## src/rtl/imem_loader_ctrl.sv

```systemverilog
// Instruction-memory port owner: arbitrates the single address/write port between
// the program loader and CPU fetch, sequences core reset, and detects self-loop halt.
module imem_loader_ctrl #(
  parameter int                    WIDTH      = 32,
  parameter int                    DEPTH      = 1024,
  parameter logic [WIDTH-1:0]      HALT_INSTR = 32'h00000063,
  parameter logic [WIDTH-1:0]      NOP_INSTR  = 32'h00000013,
  localparam int                   ADDR_BITS  = $clog2(DEPTH)
) (
  input  logic                   clk,
  input  logic                   rst_n,
  input  logic                   ld_valid,
  output logic                   ld_ready,
  input  logic [WIDTH-1:0]       ld_data,
  input  logic                   ld_last,
  input  logic                   run_req,
  input  logic                   reload,
  input  logic [WIDTH-1:0]       cpu_pc,
  output logic [WIDTH-1:0]       cpu_instr,
  output logic                   cpu_rst_n,
  output logic                   mem_we,
  output logic [ADDR_BITS-1:0]   mem_addr,
  output logic [WIDTH-1:0]       mem_wdata,
  input  logic [WIDTH-1:0]       mem_rdata,
  output logic [1:0]             state,
  output logic                   halted,
  output logic [ADDR_BITS:0]     load_count,
  output logic                   err_overflow,
  output logic                   err_fetch
);

  typedef enum logic [1:0] {
    S_LOAD = 2'b00,
    S_RUN  = 2'b01,
    S_HALT = 2'b10
  } state_e;

  localparam logic [ADDR_BITS:0] FULL     = (ADDR_BITS+1)'(DEPTH);
  localparam logic [WIDTH:0]     PC_LIMIT = (WIDTH+1)'(4 * DEPTH);

  state_e               state_q;
  logic [ADDR_BITS:0]   cnt_q;
  logic                 cpu_rst_n_q;
  logic                 err_ovf_q;
  logic                 err_fetch_q;
  logic [WIDTH-1:0]     prev_pc_q;
  logic                 prev_halt_q;

  logic in_load, in_run, in_halt, full, accept, pc_bad, fetch_fault, halt_hit, start_run;

  always_comb begin
    in_load     = (state_q == S_LOAD);
    in_run      = (state_q == S_RUN);
    in_halt     = (state_q == S_HALT);
    full        = (cnt_q >= FULL);
    ld_ready    = in_load & ~full & ~reload;
    accept      = ld_ready & ld_valid;
    mem_we      = accept;
    mem_wdata   = ld_data;
    mem_addr    = in_load ? cnt_q[ADDR_BITS-1:0] : cpu_pc[ADDR_BITS+1:2];
    pc_bad      = (cpu_pc[1:0] != 2'b00) | ({1'b0, cpu_pc} >= PC_LIMIT);
    // Fetch faults only count once the core is out of reset and actually fetching.
    fetch_fault = in_run & cpu_rst_n_q & pc_bad;
    cpu_instr   = NOP_INSTR;
    if (in_run && !fetch_fault) cpu_instr = mem_rdata;
    else if (in_halt)           cpu_instr = HALT_INSTR;
    halt_hit    = in_run & ~fetch_fault & (cpu_instr == HALT_INSTR) &
                  prev_halt_q & (cpu_pc == prev_pc_q);
    start_run   = in_load & ((accept & ld_last) | (run_req & (cnt_q != '0)));
  end

  always_ff @(posedge clk or negedge rst_n) begin
    if (!rst_n) begin
      state_q     <= S_LOAD;
      cnt_q       <= '0;
      cpu_rst_n_q <= 1'b0;
      err_ovf_q   <= 1'b0;
      err_fetch_q <= 1'b0;
      prev_pc_q   <= '0;
      prev_halt_q <= 1'b0;
    end else if (reload) begin
      state_q     <= S_LOAD;
      cnt_q       <= '0;
      cpu_rst_n_q <= 1'b0;
      prev_halt_q <= 1'b0;
    end else begin
      case (state_q)
        S_LOAD: begin
          cpu_rst_n_q <= 1'b0;
          if (accept)            cnt_q     <= cnt_q + 1'b1;
          if (ld_valid && full)  err_ovf_q <= 1'b1;
          if (start_run) begin
            state_q     <= S_RUN;
            prev_halt_q <= 1'b0;
          end
        end
        S_RUN: begin
          // Core leaves reset on the first edge spent in RUN.
          cpu_rst_n_q <= 1'b1;
          prev_pc_q   <= cpu_pc;
          prev_halt_q <= (cpu_instr == HALT_INSTR);
          if (fetch_fault) begin
            err_fetch_q <= 1'b1;
            state_q     <= S_HALT;
          end else if (halt_hit) begin
            state_q     <= S_HALT;
          end
        end
        S_HALT: begin
          if (run_req) begin
            state_q     <= S_RUN;
            cpu_rst_n_q <= 1'b0;
            prev_halt_q <= 1'b0;
          end
        end
        default: state_q <= S_LOAD;
      endcase
    end
  end

  assign state        = state_q;
  assign halted       = in_halt;
  assign load_count   = cnt_q;
  assign cpu_rst_n    = cpu_rst_n_q;
  assign err_overflow = err_ovf_q;
  assign err_fetch    = err_fetch_q;

endmodule
```

## config.mk

```make
export PLATFORM = sky130hd
export DESIGN_NAME = imem_loader_ctrl
export DESIGN_NICKNAME = d
export VERILOG_FILES = /design/src/rtl/imem_loader_ctrl.sv
export SDC_FILE = /design/constraint.sdc
export NUM_CORES = 1
export LEC_CHECK = 0
export CORE_ASPECT_RATIO = 0.9
export CORE_MARGIN = 5
export CORE_UTILIZATION = 38
export CTS_CLUSTER_DIAMETER = 200
export DETAILED_ROUTE_END_ITERATION = 10
export MAX_ROUTING_LAYER = met4
export PLACE_DENSITY = 0.82
export REMOVE_ABC_BUFFERS = 1
export SLEW_MARGIN = 20
export SYNTH_ARGS = -nofsm -noshare
export SYNTH_HDL_FRONTEND = slang
export SYNTH_SLANG_ARGS = --single-unit
```

## constraint.sdc

```tcl
create_clock -name clk -period 2.7 [get_ports clk]
set_input_delay 0.54 -clock clk [delete_from_list [all_inputs] [get_ports clk]]
set_output_delay 0.54 -clock clk [all_outputs]
set_load 0.01 [all_outputs]
```

Yosys cells after proc, flatten, opt, wreduce, memory -nomap -nowiden
Index checks and enable logic that the tools add are counted.
{"block": "word_totals", "reg_bits": 49, "inputBits": 102, "out_inout_bits": 93}
{"block": "classes", "n_addsub": 1, "n_lt_le_gt_ge": 2, "eq_ne": 7, "n_mux": 18, "bitwise": 17, "reduce_logical": 16}
{"op": "two-way mux 11 bit", "count": 3}
{"op": "equality test 32 bit", "count": 1}
{"op": "equality test 32 x 7 -> 1 bit, second input constant", "count": 1}
{"op": ">= comparator 32 x 13 -> 1 bit, second input constant", "count": 1}
{"op": "two-way mux 32 bit", "count": 1}
{"op": "bitwise AND 1 bit", "count": 12}
{"op": "AND reduction 3 bit", "count": 4}
{"op": "adder 11 x 1 -> 11 bit, second input constant", "count": 1}
{"op": ">= comparator 11 bit, second input constant", "count": 1}
{"op": "nonzero test 11 bit", "count": 1}
{"op": "two-way mux 10 bit", "count": 1}
{"op": "two-way mux 2 bit", "count": 5}
{"op": "two-way mux 7 bit", "count": 1}
{"op": "case mux 1 bit (3 select lines)", "count": 2}
{"op": "case mux 2 bit (3 select lines)", "count": 1}
{"op": "AND reduction 2 bit", "count": 3}
{"op": "nonzero test 2 bit", "count": 3}
{"op": "two-way mux 1 bit", "count": 4}
{"op": "!= test 4 x 2 -> 1 bit, second input constant", "count": 1}
{"op": "nonzero test 4 bit", "count": 1}
{"op": "!= test 3 x 2 -> 1 bit, second input constant", "count": 1}
{"op": "!= test 3 bit, second input constant", "count": 1}
{"op": "NOT 1 bit", "count": 3}
{"op": "equality test 2 x 1 -> 1 bit, second input constant", "count": 1}
{"op": "5 further kinds", "count": 7}

Logic depth before layout (Yosys ltp)
{"block": "logic_depth", "word_depth": 14, "depth_mapped": 7}

Worst setup path before layout
OpenSTA, ideal clock, no wires.
{"block": "synth_timing", "path_type": "input to output", "start": "in cpu_pc[29]", "end": "out cpu_instr[22]", "arrival_time_ps": 1740, "setup_slack_ps": 420, "path_stages": 7, "n_path_buf": 2, "path_cell_list": "nor4_1 -> nand2_1 -> o21a_1 -> nor2_1 -> buf_4 -> buf_4 -> and2_1"}
{"block": "synth_between", "elab_chain_len": 6}
{"element": "from (decl)", "line_no": "18", "rtl": "input logic [WIDTH-1:0] cpu_pc,"}
{"element": ">= comparator 32 x 13 -> 1 bit", "line_no": "61", "rtl": "pc_bad = (cpu_pc[1:0] != 2'b00) | ({1'b0, cpu_pc} >= PC_LIMIT);"}
{"element": "OR 1 bit", "line_no": "61"}
{"element": "bitwise AND 1 bit", "line_no": "63", "rtl": "fetch_fault = in_run & cpu_rst_n_q & pc_bad;"}
{"element": "logical NOT 1 bit", "line_no": "65", "rtl": "if (in_run && !fetch_fault) cpu_instr = mem_rdata;"}
{"element": "logical AND 1 bit", "line_no": "65"}
{"element": "two-way mux 32 bit", "line_no": "65"}
{"element": "to (decl)", "line_no": "19", "rtl": "output logic [WIDTH-1:0] cpu_instr,"}
Every way passes these cells.

Worst setup path in the final report
{"block": "layout_timing", "start": "in cpu_pc[20]", "end": "out cpu_instr[30]"}
Same word-level chain as after synthesis.

==> results.yml <==
clock_network:
  clk_path_buf_depth: 2
  cts_made_buffers: 5
  cts_tree: "yes"
  clk_pin_slew_ns: 0.10
  cts_root_buf: "clkbuf_8"
  clkLatencyLatePin_ns: 0.30
  htree_levels: 2
  clock-sinks: 49
  holdBufCountCts: 0
placed_design:
  dp_slack_ns: -0.768
  place_inst: 533
  placed_area_um2: 4580
  gp_congestion: 0.896
  portBuffers: 130
  post-dp-hpwl_mm: 8.48
logic_synthesis:
  synth_flop_cell: "dfrtp_1"
  synth.area.mux_share_pct: 14.9
  synth_fa_ha_area_share_pct: 0.786
  synth-edff-count: 0
  ys_seq_area_share_pct: 38.5
  synth_area_per_cell_um2: 10.2
  ys_types: 42
  yosys.area_share.simple_pct: 19.3
  yosys_warnings: 0
  netlist_instances: 312
  synth_seq_cells: 49
  ys_async_sr_fraction_pct: 100
  synth_compound_area_share_pct: 6.01
  synth_top_family_by_area: "simple AND/OR/NAND/NOR gates"
  synth-xor-area-share_pct: 9.90
  synth_area_um2: 3180
final_layout:
  drive_above_1_share_pct: 35.4
  regArea_um2: 1230
  final_cell_mix: "clkdlybuf4s50_1, dfrtp_1, mux2_2"
  final_common_cell: "clkdlybuf4s50_1"
  finalNetCount: 552
  antenna_cells: 0
  fillers: 689
  final_cells: 548
  multi_input_area_um2: 1710
  stdcell_area_um2: 4670
  synthToLayoutAreaGrowth_pct: 46.6
  final_util_pct: 57.6
power:
  power.switching_mw: 1.30
  pwr-share-clk_pct: 14.1
  power.static_leakage_nw: 1.98
  internal_power_mw: 2.48
  switching_share_pct: 34.4
  p_per_area_nw_per_um2: 811
  combPwrFrac_pct: 53.0
  peakVddDrop_mv: 0.485
  p_seq_share_pct: 32.9
  finalPower_mw: 3.78
critical_path:
  crit_required_ns: 2.16
  critPathBufInv: 4
  path_class: "input pin to output pin"
  critPathMaxStageDelay_ns: 0.30
  critical_path.max_fanout: 7
  slowest_stage: "nor4_4"
  critPathTopFamily: "simple AND/OR/NAND/NOR gates"
  worstSetupEndpointType: "output pin"
  cp-start-kind: "input pin"
  crit_arrival_ns: 2.10
  worstPathCellList: "buf_2, nor4_4, nand4_1, o21a_1, nor2_4, buf_6, buf_6, and2_1, buf_2"
status:
  status: "finished, final reports clean"
timing:
  tightestPinTransition_ns: 0.412
  maxSlewViolCount: 0
  max_freq_ghz: 0.379
  finalClockSkew_ns: 0.00954
  fin_crit_ns: 2.64
  maxSlewHeadroom_pct: 72.3
  final-setup-viol-count: 0
  hold_violations: 0
  whs_ns: 0.140
  worst_slack_ns: 0.0613
  period_share_pct: 97.7
  fin_tns_setup_ns: 0
global_routing:
  antenna_found_initial: 0
  overflow: 0
  grt_pass1_wl_mm: 16.4
  grt_max_degree: 36
  grt_usage_pct: 20.8
  first_global_vias: 3024
drt:
  routedWlPerCell_um: 19.8
  firstDrtPassIters: 4
  num_vias: 2891
  vias_per_cell: 5.28
  drt_iter0_drc: 165
  drc: 0
  ant_nets: 0
  wirelength_mm: 10.8
floorplanning:
  pin_count: 195
  core-area_um2: 8110
  die_w_um: 106
  die_y_um: 96.8
  initial_core_util_pct: 39.3
  num_rows: 31
  die_area_um2: 10300
run:
  drv_cap: 0
hold_path:
  hold_class: "input pin to asynchronous set/reset pin"
==> metal layers <==
metal / up-vias / track usage [%] / part of all wire [%]
li1: 1344 / - / -
met1: 1382 / 25.3 / 42
met2: 150 / 31.9 / 45
met3: 15 / 9.45 / 11
met4: 0 / 4.42 / 1.4
met5: - / - / 0
==> sequential cells by signal (all words and copies together) (netlist names) <==
register,flops
load_count,11
prev_halt_q,1
state,2
err_overflow,1
prev_pc_q,32
err_fetch,1
cpu_rst_n,1
==> cell type report <==
class / count / share of cell area, %
inverters: 6 / 0.483
clock inverters: 3 / 0.992
repair buffers: 174 / 31.5
multi-input cells: 212 / 36.6
flip-flops and latches: 49 / 26.3
well taps: 99 / 2.65
clock buffers: 5 / 1.47
==> logic make-up after synthesis <==
family | after synthesis
flops | 49
buf+inv | 51
simple gates | 102
fa+ha+maj | 2
mux | 42
xor+xnor | 36
compound gates | 30
==> synth_stat cells (2+ instances only) <==
cell type	count	share of area [%]
dfrtp_1	49	39
mux2_2	38	13
buf_4	36	8.5
xnor2_1	33	9.1
and2_1	28	5.5
nand4_1	14	2.8
nor4_1	14	2.8
nor2_1	12	1.4
a21oi_1	8	1.3
nand2_1	8	0.94
or3_1	7	1.4
inv_1	6	0.71
buf_2	5	0.79
o21ai_1	5	0.79
mux2_1	4	1.4
nand3_1	4	0.63
o21ai_0	4	0.63
a21o_1	3	0.71
clkbuf_1	3	0.35
nor3_1	3	0.47
xor2_1	3	0.83
a221oi_1	2	0.55
ha_1	2	0.79
nor2b_1	2	0.39
nor3b_1	2	0.47
==> power by group through the flow <==
| stage | Clock [mW] | Sequential [mW] | Combinational [mW] |
|---|---|---|---|
| floorplan | 0 | 1.22 | 1.04 |
| global placement | 0 | 1.23 | 1.91 |
| global route | 0.582 | 1.28 | 2.16 |
| finish | 0.533 | 1.24 | 2.01 |
| detailed placement | 0 | 1.26 | 1.95 |
| CTS | 0.552 | 1.24 | 2.04 |
==> timing repair <==
action	in CTS	in global routing
resized for setup	187	36
cloned	3	0
setup endpoints to repair	32	32
pin swaps	11	6
buffers inserted	4	2
==> worst reg2reg max path: stages, from the launching register on <==
cell and delay, ns:
dfrtp_1 0.57, nor2b_1 0.23, buf_4 0.17, o211ai_1 0.10, nor4_1 0.33, nand4_1 0.18
a221oi_1 0.33
==> path summary, 6_finish.rpt <==
path	to	slack (ns)	from	depth (start not counted)
setup / recovery	cpu_instr[30]	0.06	cpu_pc[20]	9
max in group asynchronous	state[1]	1.94	rst_n	2
setup reg to reg	state[1]	0.70	state[1]	6
hold / removal	prev_pc_q[30]	0.14	rst_n	1
min in group clk	err_fetch	0.47	err_fetch	1
hold reg to reg	err_fetch	0.47	err_fetch	1
(Power assumes the default switching activity.)
